### src/rtl/demux1_2_2bit_reg_if.sv
// Source/sink bundle of the 1-to-2 registered demux.
// master drives source beats and sink readies; slave is the demux itself.
interface demux1_2_2bit_reg_if;
  logic [1:0] in_data;
  logic       in_valid;
  logic       in_ready;
  logic       selec;
  logic       alt_mode;
  logic [1:0] out0_data;
  logic [1:0] out1_data;
  logic       out0_valid;
  logic       out1_valid;
  logic       out0_ready;
  logic       out1_ready;
  logic [3:0] cnt0;
  logic [3:0] cnt1;

  modport master (
    output in_data, in_valid, selec, alt_mode, out0_ready, out1_ready,
    input  in_ready, out0_data, out1_data, out0_valid, out1_valid, cnt0, cnt1
  );

  modport slave (
    input  in_data, in_valid, selec, alt_mode, out0_ready, out1_ready,
    output in_ready, out0_data, out1_data, out0_valid, out1_valid, cnt0, cnt1
  );
endinterface

### src/rtl/demux1_2_2bit_reg.sv
// 1-to-2 demux with a one-beat output register per channel, selectable or
// alternating routing, and a modulo-16 delivered-beat counter per channel.

module demux1_2_2bit_reg_ch (
  input  logic       clk,
  input  logic       reset_L,
  input  logic       load_i,
  input  logic [1:0] data_i,
  input  logic       ready_i,
  output logic       valid_o,
  output logic [1:0] data_o,
  output logic [3:0] cnt_o
);
  typedef struct packed {
    logic       valid;
    logic [1:0] data;
    logic [3:0] cnt;
  } ch_state_t;

  ch_state_t st_q, st_d;
  logic      deliver;

  // Load is applied after delivery so a same-cycle pop+push keeps valid high.
  always_comb begin
    st_d    = st_q;
    deliver = st_q.valid & ready_i;
    if (deliver) begin
      st_d.valid = 1'b0;
      st_d.cnt   = st_q.cnt + 4'd1;
    end
    if (load_i) begin
      st_d.valid = 1'b1;
      st_d.data  = data_i;
    end
  end

  always_ff @(posedge clk) begin
    if (!reset_L) st_q <= '0;
    else          st_q <= st_d;
  end

  assign valid_o = st_q.valid;
  assign data_o  = st_q.data;
  assign cnt_o   = st_q.cnt;
endmodule

module demux1_2_2bit_reg (
  input  logic                  clk,
  input  logic                  reset_L,
  demux1_2_2bit_reg_if.slave    bus
);
  localparam int NUM_CH = 2;
  localparam int DW     = 2;
  localparam int CW     = 4;

  logic [NUM_CH-1:0]         ch_ready;
  logic [NUM_CH-1:0]         ch_load;
  logic [NUM_CH-1:0]         ch_valid;
  logic [NUM_CH-1:0][DW-1:0] ch_data;
  logic [NUM_CH-1:0][CW-1:0] ch_cnt;

  logic tgt;
  logic accept;
  logic tog_q, tog_d;

  assign ch_ready = {bus.out1_ready, bus.out0_ready};

  // Readiness looks only at the target channel; the other one may stall freely.
  always_comb begin
    tgt          = bus.alt_mode ? tog_q : bus.selec;
    bus.in_ready = reset_L & (~ch_valid[tgt] | ch_ready[tgt]);
    accept       = bus.in_valid & bus.in_ready;
    ch_load      = '0;
    ch_load[tgt] = accept;
    tog_d        = tog_q ^ (accept & bus.alt_mode);
  end

  always_ff @(posedge clk) begin
    if (!reset_L) tog_q <= 1'b0;
    else          tog_q <= tog_d;
  end

  for (genvar g = 0; g < NUM_CH; g++) begin : g_ch
    demux1_2_2bit_reg_ch u_ch (
      .clk     (clk),
      .reset_L (reset_L),
      .load_i  (ch_load[g]),
      .data_i  (bus.in_data),
      .ready_i (ch_ready[g]),
      .valid_o (ch_valid[g]),
      .data_o  (ch_data[g]),
      .cnt_o   (ch_cnt[g])
    );
  end

  assign bus.out0_valid = ch_valid[0];
  assign bus.out1_valid = ch_valid[1];
  assign bus.out0_data  = ch_data[0];
  assign bus.out1_data  = ch_data[1];
  assign bus.cnt0       = ch_cnt[0];
  assign bus.cnt1       = ch_cnt[1];
endmodule

### src/flat_wrapper.sv
// flat-port wrapper written by rule: the top's interface ports become plain ports
module demux1_2_2bit_reg_flat 
  (clk, reset_L, bus_in_data, bus_in_valid, bus_selec, bus_alt_mode, bus_out0_ready, bus_out1_ready, bus_in_ready, bus_out0_data, bus_out1_data, bus_out0_valid, bus_out1_valid, bus_cnt0, bus_cnt1);
  demux1_2_2bit_reg_if bus_i ();
  input  logic clk;
  input  logic reset_L;
  input wire logic [$bits(bus_i.in_data)-1:0] bus_in_data;
  input wire logic [$bits(bus_i.in_valid)-1:0] bus_in_valid;
  input wire logic [$bits(bus_i.selec)-1:0] bus_selec;
  input wire logic [$bits(bus_i.alt_mode)-1:0] bus_alt_mode;
  input wire logic [$bits(bus_i.out0_ready)-1:0] bus_out0_ready;
  input wire logic [$bits(bus_i.out1_ready)-1:0] bus_out1_ready;
  output wire logic [$bits(bus_i.in_ready)-1:0] bus_in_ready;
  output wire logic [$bits(bus_i.out0_data)-1:0] bus_out0_data;
  output wire logic [$bits(bus_i.out1_data)-1:0] bus_out1_data;
  output wire logic [$bits(bus_i.out0_valid)-1:0] bus_out0_valid;
  output wire logic [$bits(bus_i.out1_valid)-1:0] bus_out1_valid;
  output wire logic [$bits(bus_i.cnt0)-1:0] bus_cnt0;
  output wire logic [$bits(bus_i.cnt1)-1:0] bus_cnt1;
  assign bus_i.in_data = bus_in_data;
  assign bus_i.in_valid = bus_in_valid;
  assign bus_i.selec = bus_selec;
  assign bus_i.alt_mode = bus_alt_mode;
  assign bus_i.out0_ready = bus_out0_ready;
  assign bus_i.out1_ready = bus_out1_ready;
  assign bus_in_ready = bus_i.in_ready;
  assign bus_out0_data = bus_i.out0_data;
  assign bus_out1_data = bus_i.out1_data;
  assign bus_out0_valid = bus_i.out0_valid;
  assign bus_out1_valid = bus_i.out1_valid;
  assign bus_cnt0 = bus_i.cnt0;
  assign bus_cnt1 = bus_i.cnt1;
  demux1_2_2bit_reg u_core (.clk(clk), .reset_L(reset_L), .bus(bus_i));
endmodule
### config.mk
export PLATFORM = sky130hd
export DESIGN_NAME = demux1_2_2bit_reg_flat
export DESIGN_NICKNAME = d
export VERILOG_FILES = /design/src/rtl/demux1_2_2bit_reg_if.sv /design/src/rtl/demux1_2_2bit_reg.sv /design/src/flat_wrapper.sv
export SDC_FILE = /design/constraint.sdc
export NUM_CORES = 1
export LEC_CHECK = 0
export ABC_CLOCK_PERIOD_IN_PS = 2550
export BUFFER_PORTS_ARGS = -buffer_cell sky130_fd_sc_hd__buf_2
export CAP_MARGIN = 10
export CORE_MARGIN = 2
export CORE_UTILIZATION = 50
export DETAILED_ROUTE_END_ITERATION = 6
export PLACE_DENSITY_LB_ADDON = 0.08
export SLEW_MARGIN = 20
export SYNTH_ARGS = -nofsm -noshare
export SYNTH_HDL_FRONTEND = slang
export SYNTH_SLANG_ARGS = --single-unit
### constraint.sdc
create_clock -name clk -period 2.55 [get_ports clk]
set_clock_uncertainty 0.05 [all_clocks]
set_input_delay 0.3825 -clock clk [delete_from_list [all_inputs] [get_ports clk]]
set_output_delay 0.3825 -clock clk [all_outputs]
set_load 0.05 [all_outputs]
=== After elaboration in Yosys (flattened, before gate mapping) ===
Cells that the tools add are included.

* Flip-flop bits (word level): 15
* Bits in latches: 0
* Bits in writable memories: 0
* ROM bits: 0
* Input bits: 9
* Word-level logic and storage cells: 34
* Memories kept: 0

* Add/subtract/negate cells: 2
* $mul: 0
* Div/mod/pow operators: 0
* Order comparisons: 2
* Equality and inequality tests: 0
* Shifts and indexed selects: 0
* Mux-type cells: 11
* Bitwise operators: 9
* Reductions and logical operators: 3

{| class="wikitable"
|+ Operators with widths
! cell !! count
|-
| $add A4 B1 Y4 const B || 2
|-
| $mux W1 || 8
|-
| $mux W3 || 2
|-
| $and A1 B1 Y1 || 5
|-
| $reduce_bool A2 Y1 || 2
|-
| $and A2 B2 Y2 || 1
|-
| $lt A1 B2 Y1 const B || 1
|-
| $demux W1 S1 || 1
|-
| $ge A1 B1 Y1 const B || 1
|-
| $logic_and A1 B1 Y1 || 1
|-
| $not A1 Y1 || 1
|-
| $or A1 B1 Y1 || 1
|-
| $xor A1 B1 Y1 || 1
|}

=== Longest topological paths before layout ===
* Depth in word-level cells: 9
* Gate-level depth with buffers: 4
* Gate-level depth less buffers: 4

=== Modules after synthesis ===
A second synthesis with hierarchy kept.

* Cells, all modules: 67
* Area total of the unflattened synthesis: 675.6 um2

{| class="wikitable"
|+ Modules (own cells, without submodules)
! module !! instances !! cells each !! area an instance (um2) !! seq. area each (um2)
|-
| demux1_2_2bit_reg_ch || 2 || 27 || 282.8 || 140.1
|-
| demux1_2_2bit_reg || 1 || 13 || 110.1 || 20.0
|}

=== Worst setup path after synthesis ===
Ideal clock, no wire load.

* Kind: register -> output
* From: register u_core.g_ch[1].u_ch.st_q, in the netlist u_core.g_ch[1].u_ch.valid_o
* To: output bus_in_ready
* Data arrival time: 1544 ps
* Data required time: 2118 ps
* Path slack: 573 ps
* Stages on the path, launching flop included: 4
* Cell sequence: dfxtp_1 nand2b_1 mux2i_1 nor2b_1

* Cells in the longest elaborated chain, start to end: 5

{| class="wikitable"
|+ RTL lines
! item !! line !! text
|-
| start, declared || demux1_2_2bit_reg.sv:20 || <nowiki>ch_state_t st_q, st_d;</nowiki>
|-
| start signal, assigned || demux1_2_2bit_reg.sv:39 || <nowiki>else st_q <= st_d;</nowiki>
|-
| $mux W1 (implied by the code) (2 in series) || demux1_2_2bit_reg.sv:71 || <nowiki>bus.in_ready = reset_L & (~ch_valid[tgt] | ch_ready[tgt]);</nowiki>
|-
| $not A1 Y1 || demux1_2_2bit_reg.sv:71 ||
|-
| $or A1 B1 Y1 || demux1_2_2bit_reg.sv:71 ||
|-
| $and A1 B1 Y1 || demux1_2_2bit_reg.sv:71 ||
|-
| end, declared || flat_wrapper.sv:13 || <nowiki>output wire logic [$bits(bus_i.in_ready)-1:0] bus_in_ready;</nowiki>
|}

No other way between the ends. The select of a mux whose other input is x is not followed.

=== Final worst setup path ===
* From: register u_core.tog_q
* To: output bus_in_ready

* Cells in the longest elaborated chain, start to end: 6
* Elaborated cells between the ends (all ways): 8
* Those cells by class: 5 x mux; 3 x bitwise

{| class="wikitable"
|+ RTL lines
! item !! line !! text
|-
| start, declared || demux1_2_2bit_reg.sv:64 || <nowiki>logic tog_q, tog_d;</nowiki>
|-
| start signal, assigned || demux1_2_2bit_reg.sv:80 || <nowiki>else tog_q <= tog_d;</nowiki>
|-
| $mux W1 (*) || demux1_2_2bit_reg.sv:70 || <nowiki>tgt = bus.alt_mode ? tog_q : bus.selec;</nowiki>
|-
| $mux W1 (implied by the code) (2 in series) || demux1_2_2bit_reg.sv:71 ||
|-
| $not A1 Y1 || demux1_2_2bit_reg.sv:71 ||
|-
| $or A1 B1 Y1 (*) || demux1_2_2bit_reg.sv:71 ||
|-
| $and A1 B1 Y1 (*) || demux1_2_2bit_reg.sv:71 ||
|}

Mark *: on every way between the ends. The rest lies on a longest branch, timed or not. The select of a mux whose other input is x is not followed.

==> metrics.md <==
| Metric | Value |
|---|---|
| CP Launch Type | `register` |
| Placed inst area | `between 800 and 900 um^2` |
| Crit end category | `primary output` |
| Status | `finished, final reports clean` |
| Critical Path Sink | `bus_in_ready` |
| Global route overflow | `0` |
| Antenna cells | `0` |
| Non-filler cells, final | `109` |
| Leak Pwr | `between 0.4 and 0.5 nW` |
| DR iter-0 viols | `3` |
| Worst Hold Slack | `0.3104 ns` |
| Synth top area cells | `dfxtp_1 (44%), mux2i_1 (7.4%), a21boi_1 (5.5%)` |
| Crit path required time | `between 2 and 2.5 ns` |
| Core Region | `about 0.0013 mm^2` |
| Reg power frac | `around 54%` |
| Seq/Total Area, Yosys | `about 44%` |
| Footprint of the multi-input gates | `between 300 and 400 um^2` |
| Critical path class | `register to primary output` |
| RR Endpoint | `u_core.g_ch[1].u_ch.data_o[0]$_SDFFE_PN0P_` |
| Max-Slew Margin vs Limit | `about four fifths` |
| Vias in the first global route | `between 400 and 500` |
| Crit-path max cell delay | `0.34 ns` |
| Max frequency | `550.1 MHz` |
| Clock root buffer | `clkbuf_4` |
| Drt pass-1 iters | `3` |
| CTS Buf Count | `3` |
| Crit Path Max Fanout | `5` |
| Initial antenna violation count | `0` |
| Via count | `approximately 550` |
| Top Family by Delay on Critical Path | `multiplexers` |
| Buf+Inv Stages, Crit Path | `1` |
| Synth area leader | `dfxtp_1` |
| RSZ-0062 raised after global routing | `false` |
| Avg WL per Cell | `between 10 and 15 um` |
| Worst EP arrival | `approximately 1.4 ns` |
| H-tree levels | `1` |
| PnR Total Power | `about 470 uW` |
| Critical path's slowest cell | `dfxtp_1` |
| Worst setup margin | `about 0.73 ns` |
| Slew Viols, Final | `0` |
| Final TNS setup | `0 ns` |
| Gpl congestion | `just under 0.6` |
| Post-Place Worst Slack | `approximately 0.8 ns` |
| Commonest cells after routing, fill and taps aside | `buf_2 (23), dfxtp_1 (15), nand2_1 (9)` |
| Die width | `slightly above 40 um` |
| Die area | `roughly 0.0017 mm^2` |
| Drt via density | `around 5` |
| Cell area after layout | `about 830 um^2` |
| Clk pwr share | `28.6%` |
| Max-cap violations | `0` |
| Maximum VDD drop | `about 0.00027 V` |
| # Post-CTS Setup Buffers | `0` |
| Ports | `24` |
| Post-Synthesis Cells | `between 60 and 70` |
| Critical path launch point | `u_core.tog_q$_SDFF_PN0_` |
| Flop2flop setup slack | `about 1.4 ns` |
| Post-route ant nets | `0` |
| Number of core rows | `13` |
| #FFs+latches synth | `15` |
| Top cell type's share of synthesized area | `around 44%` |
| Inst Count DP | `roughly 110` |
| PwrDens | `between 500 and 600 mW/mm^2` |
| Avg Synthesized Cell Area | `9.828 um^2` |
| Nets@finish | `106` |
| Post-Route Utilization | `~65%` |
| Min Tclk post-route | `~1.8 ns` |
| Initial core utilization | `52.78%` |
| Crit-path cells | `mux2i_2 > mux2i_1 > nor2b_1 > buf_2` |
| Netlist Area Pre-Place | `around 680 um^2` |
| Final setup viols | `0` |
| Clk slew on worst S/H paths | `0.09 ns` |
| Fillers | `roughly 130` |
| Post-route clock period utilization | `between 70% and 80%` |
| Skew-Pair Late Insertion Delay | `0.28 ns` |
| Syn-to-layout area delta | `22.51%` |
| CP Depth | `4` |
| Yosys synthesis warning count | `0` |
| Clock buffer depth | `2` |
| Routed WL | `between 1000 and 1500 um` |
| Sw power | `between 100 and 150 uW` |
| Combinational power share | `17.7%` |
| Vert. Die Dim | `40.83 um` |
| Worst Max-Slew Pin Slew | `between 0.3 and 0.4 ns` |
| Storage cell area | `about 300 um^2` |
| Distinct cells, synth | `22` |
| DPL Wire Length | `around 860 um` |
| Post_cts resized | `0` |
| Fin. Hold Viols | `0` |
| CTS Sinks | `15` |
| Largest net degree at the start of global routing | `19` |
| R2r worst-path depth | `3` |
| Cell-internal power | `between 300 and 400 uW` |
| Synth Net Count | `80` |
| CTS tree | `built` |
| CTS Hold Bufs | `0` |
| Worst r2r src | `u_core.tog_q$_SDFF_PN0_` |
| Tot GR Track Use | `approximately 16%` |
| Global-route wire length before repair | `approximately 1600 um` |
| PortBufs | `23` |
| Tightest Hold Check Type | `input port to register` |
| # DRC | `0` |
| Most common cell after layout, fill and taps aside | `buf_2` |
| Sw Ratio | `roughly 29%` |
| Share of layout cells above drive strength 1 | `between 30% and 40%` |
[area by class of cell]
cell class                      instances  share of cell area (%)
Tap cell                               15                   2.259
Multi-Input combinational cell         52                   44.43
Clock buffer                            3                   2.711
Sequential cell                        15                   36.14
Clock inverter                          1                  0.6024
Timing Repair Buffer                   23                   13.86
[logic make-up after synthesis]
group	count (synthesis)	synth area share (%)
flip-flops	15	44.28
multiplexers	6	9.409
AO/OA/AOI/OAI	9	9.411
adder cells (fa/ha/maj)	2	3.689
XOR/XNOR	4	5.166
AND/OR/NAND/NOR	31	26.75
buffers and inverters	2	1.290
[cell usage after synthesis, drive strengths merged]
cell type / number
nand2: 11
and2: 4
or3: 2
dfxtp: 15
buf: 1
nand3: 7
a21boi: 6
xnor2: 4
ha: 2
and3: 1
a31o: 1
nand4: 1
nand2b: 3
clkbuf: 1
o21ai: 2
nand3b: 1
mux2i: 6
nor2b: 1
[worst min-delay path, delay by kind of cell]
kind	cells	cell delay (ns)
buffers and inverters	1	0.09
multiplexers	1	0.06
AND/OR/NAND/NOR	1	0.06
[layer usage]
metal	wire length [um]	up-vias	global-route usage (%)
met5	0	-	0
met4	17	0	10.00
met3	65	2	4.891
met2	549	15	25.39
met1	515	242	17.49
li1	-	288	-
[power by group through the flow]
stage | Clock [mW] | Sequential (mW) | Combinational [mW]
5_1_grt | 0.147 | 0.252 | 0.0893
3_3_place_gp | 0 | 0.256 | 0.0824
6_report | 0.133 | 0.251 | 0.0827
3_5_place_dp | 0 | 0.256 | 0.0838
4_1_cts | 0.140 | 0.251 | 0.0840
2_1_floorplan | 0 | 0.282 | 0.0351
[registers in the layout (all words and copies together), names as in the netlist]
signal and count:
u_core.g_ch.u_ch.cnt_o 8, u_core.g_ch.u_ch.data_o 4, u_core.g_ch.u_ch.valid_o 2, u_core.tog_q 1
[worst min-delay path by stage]
| stage | startpoint | endpoint | slack (ns) | depth (start not counted) |
|---|---|---|---|---|
| 3_5_place_dp | u_core.g_ch[0].u_ch.data_o[1]$_SDFFE_PN0P_ | u_core.g_ch[0].u_ch.data_o[1]$_SDFFE_PN0P_ | 0.40 | 2 |
| 3_3_place_gp | u_core.g_ch[0].u_ch.data_o[1]$_SDFFE_PN0P_ | u_core.g_ch[0].u_ch.data_o[1]$_SDFFE_PN0P_ | 0.40 | 2 |
| 5_1_grt | bus_in_data[1] | u_core.g_ch[1].u_ch.data_o[1]$_SDFFE_PN0P_ | 0.31 | 3 |
| 6_report | bus_in_data[1] | u_core.g_ch[1].u_ch.data_o[1]$_SDFFE_PN0P_ | 0.31 | 3 |
| 2_1_floorplan | bus_in_valid | u_core.g_ch[0].u_ch.valid_o$_SDFFE_PN0P_ | 0.47 | 2 |
| 4_1_cts | bus_in_data[1] | u_core.g_ch[1].u_ch.data_o[1]$_SDFFE_PN0P_ | 0.31 | 3 |
No activity file was read; power rests on OpenSTA's default activity.
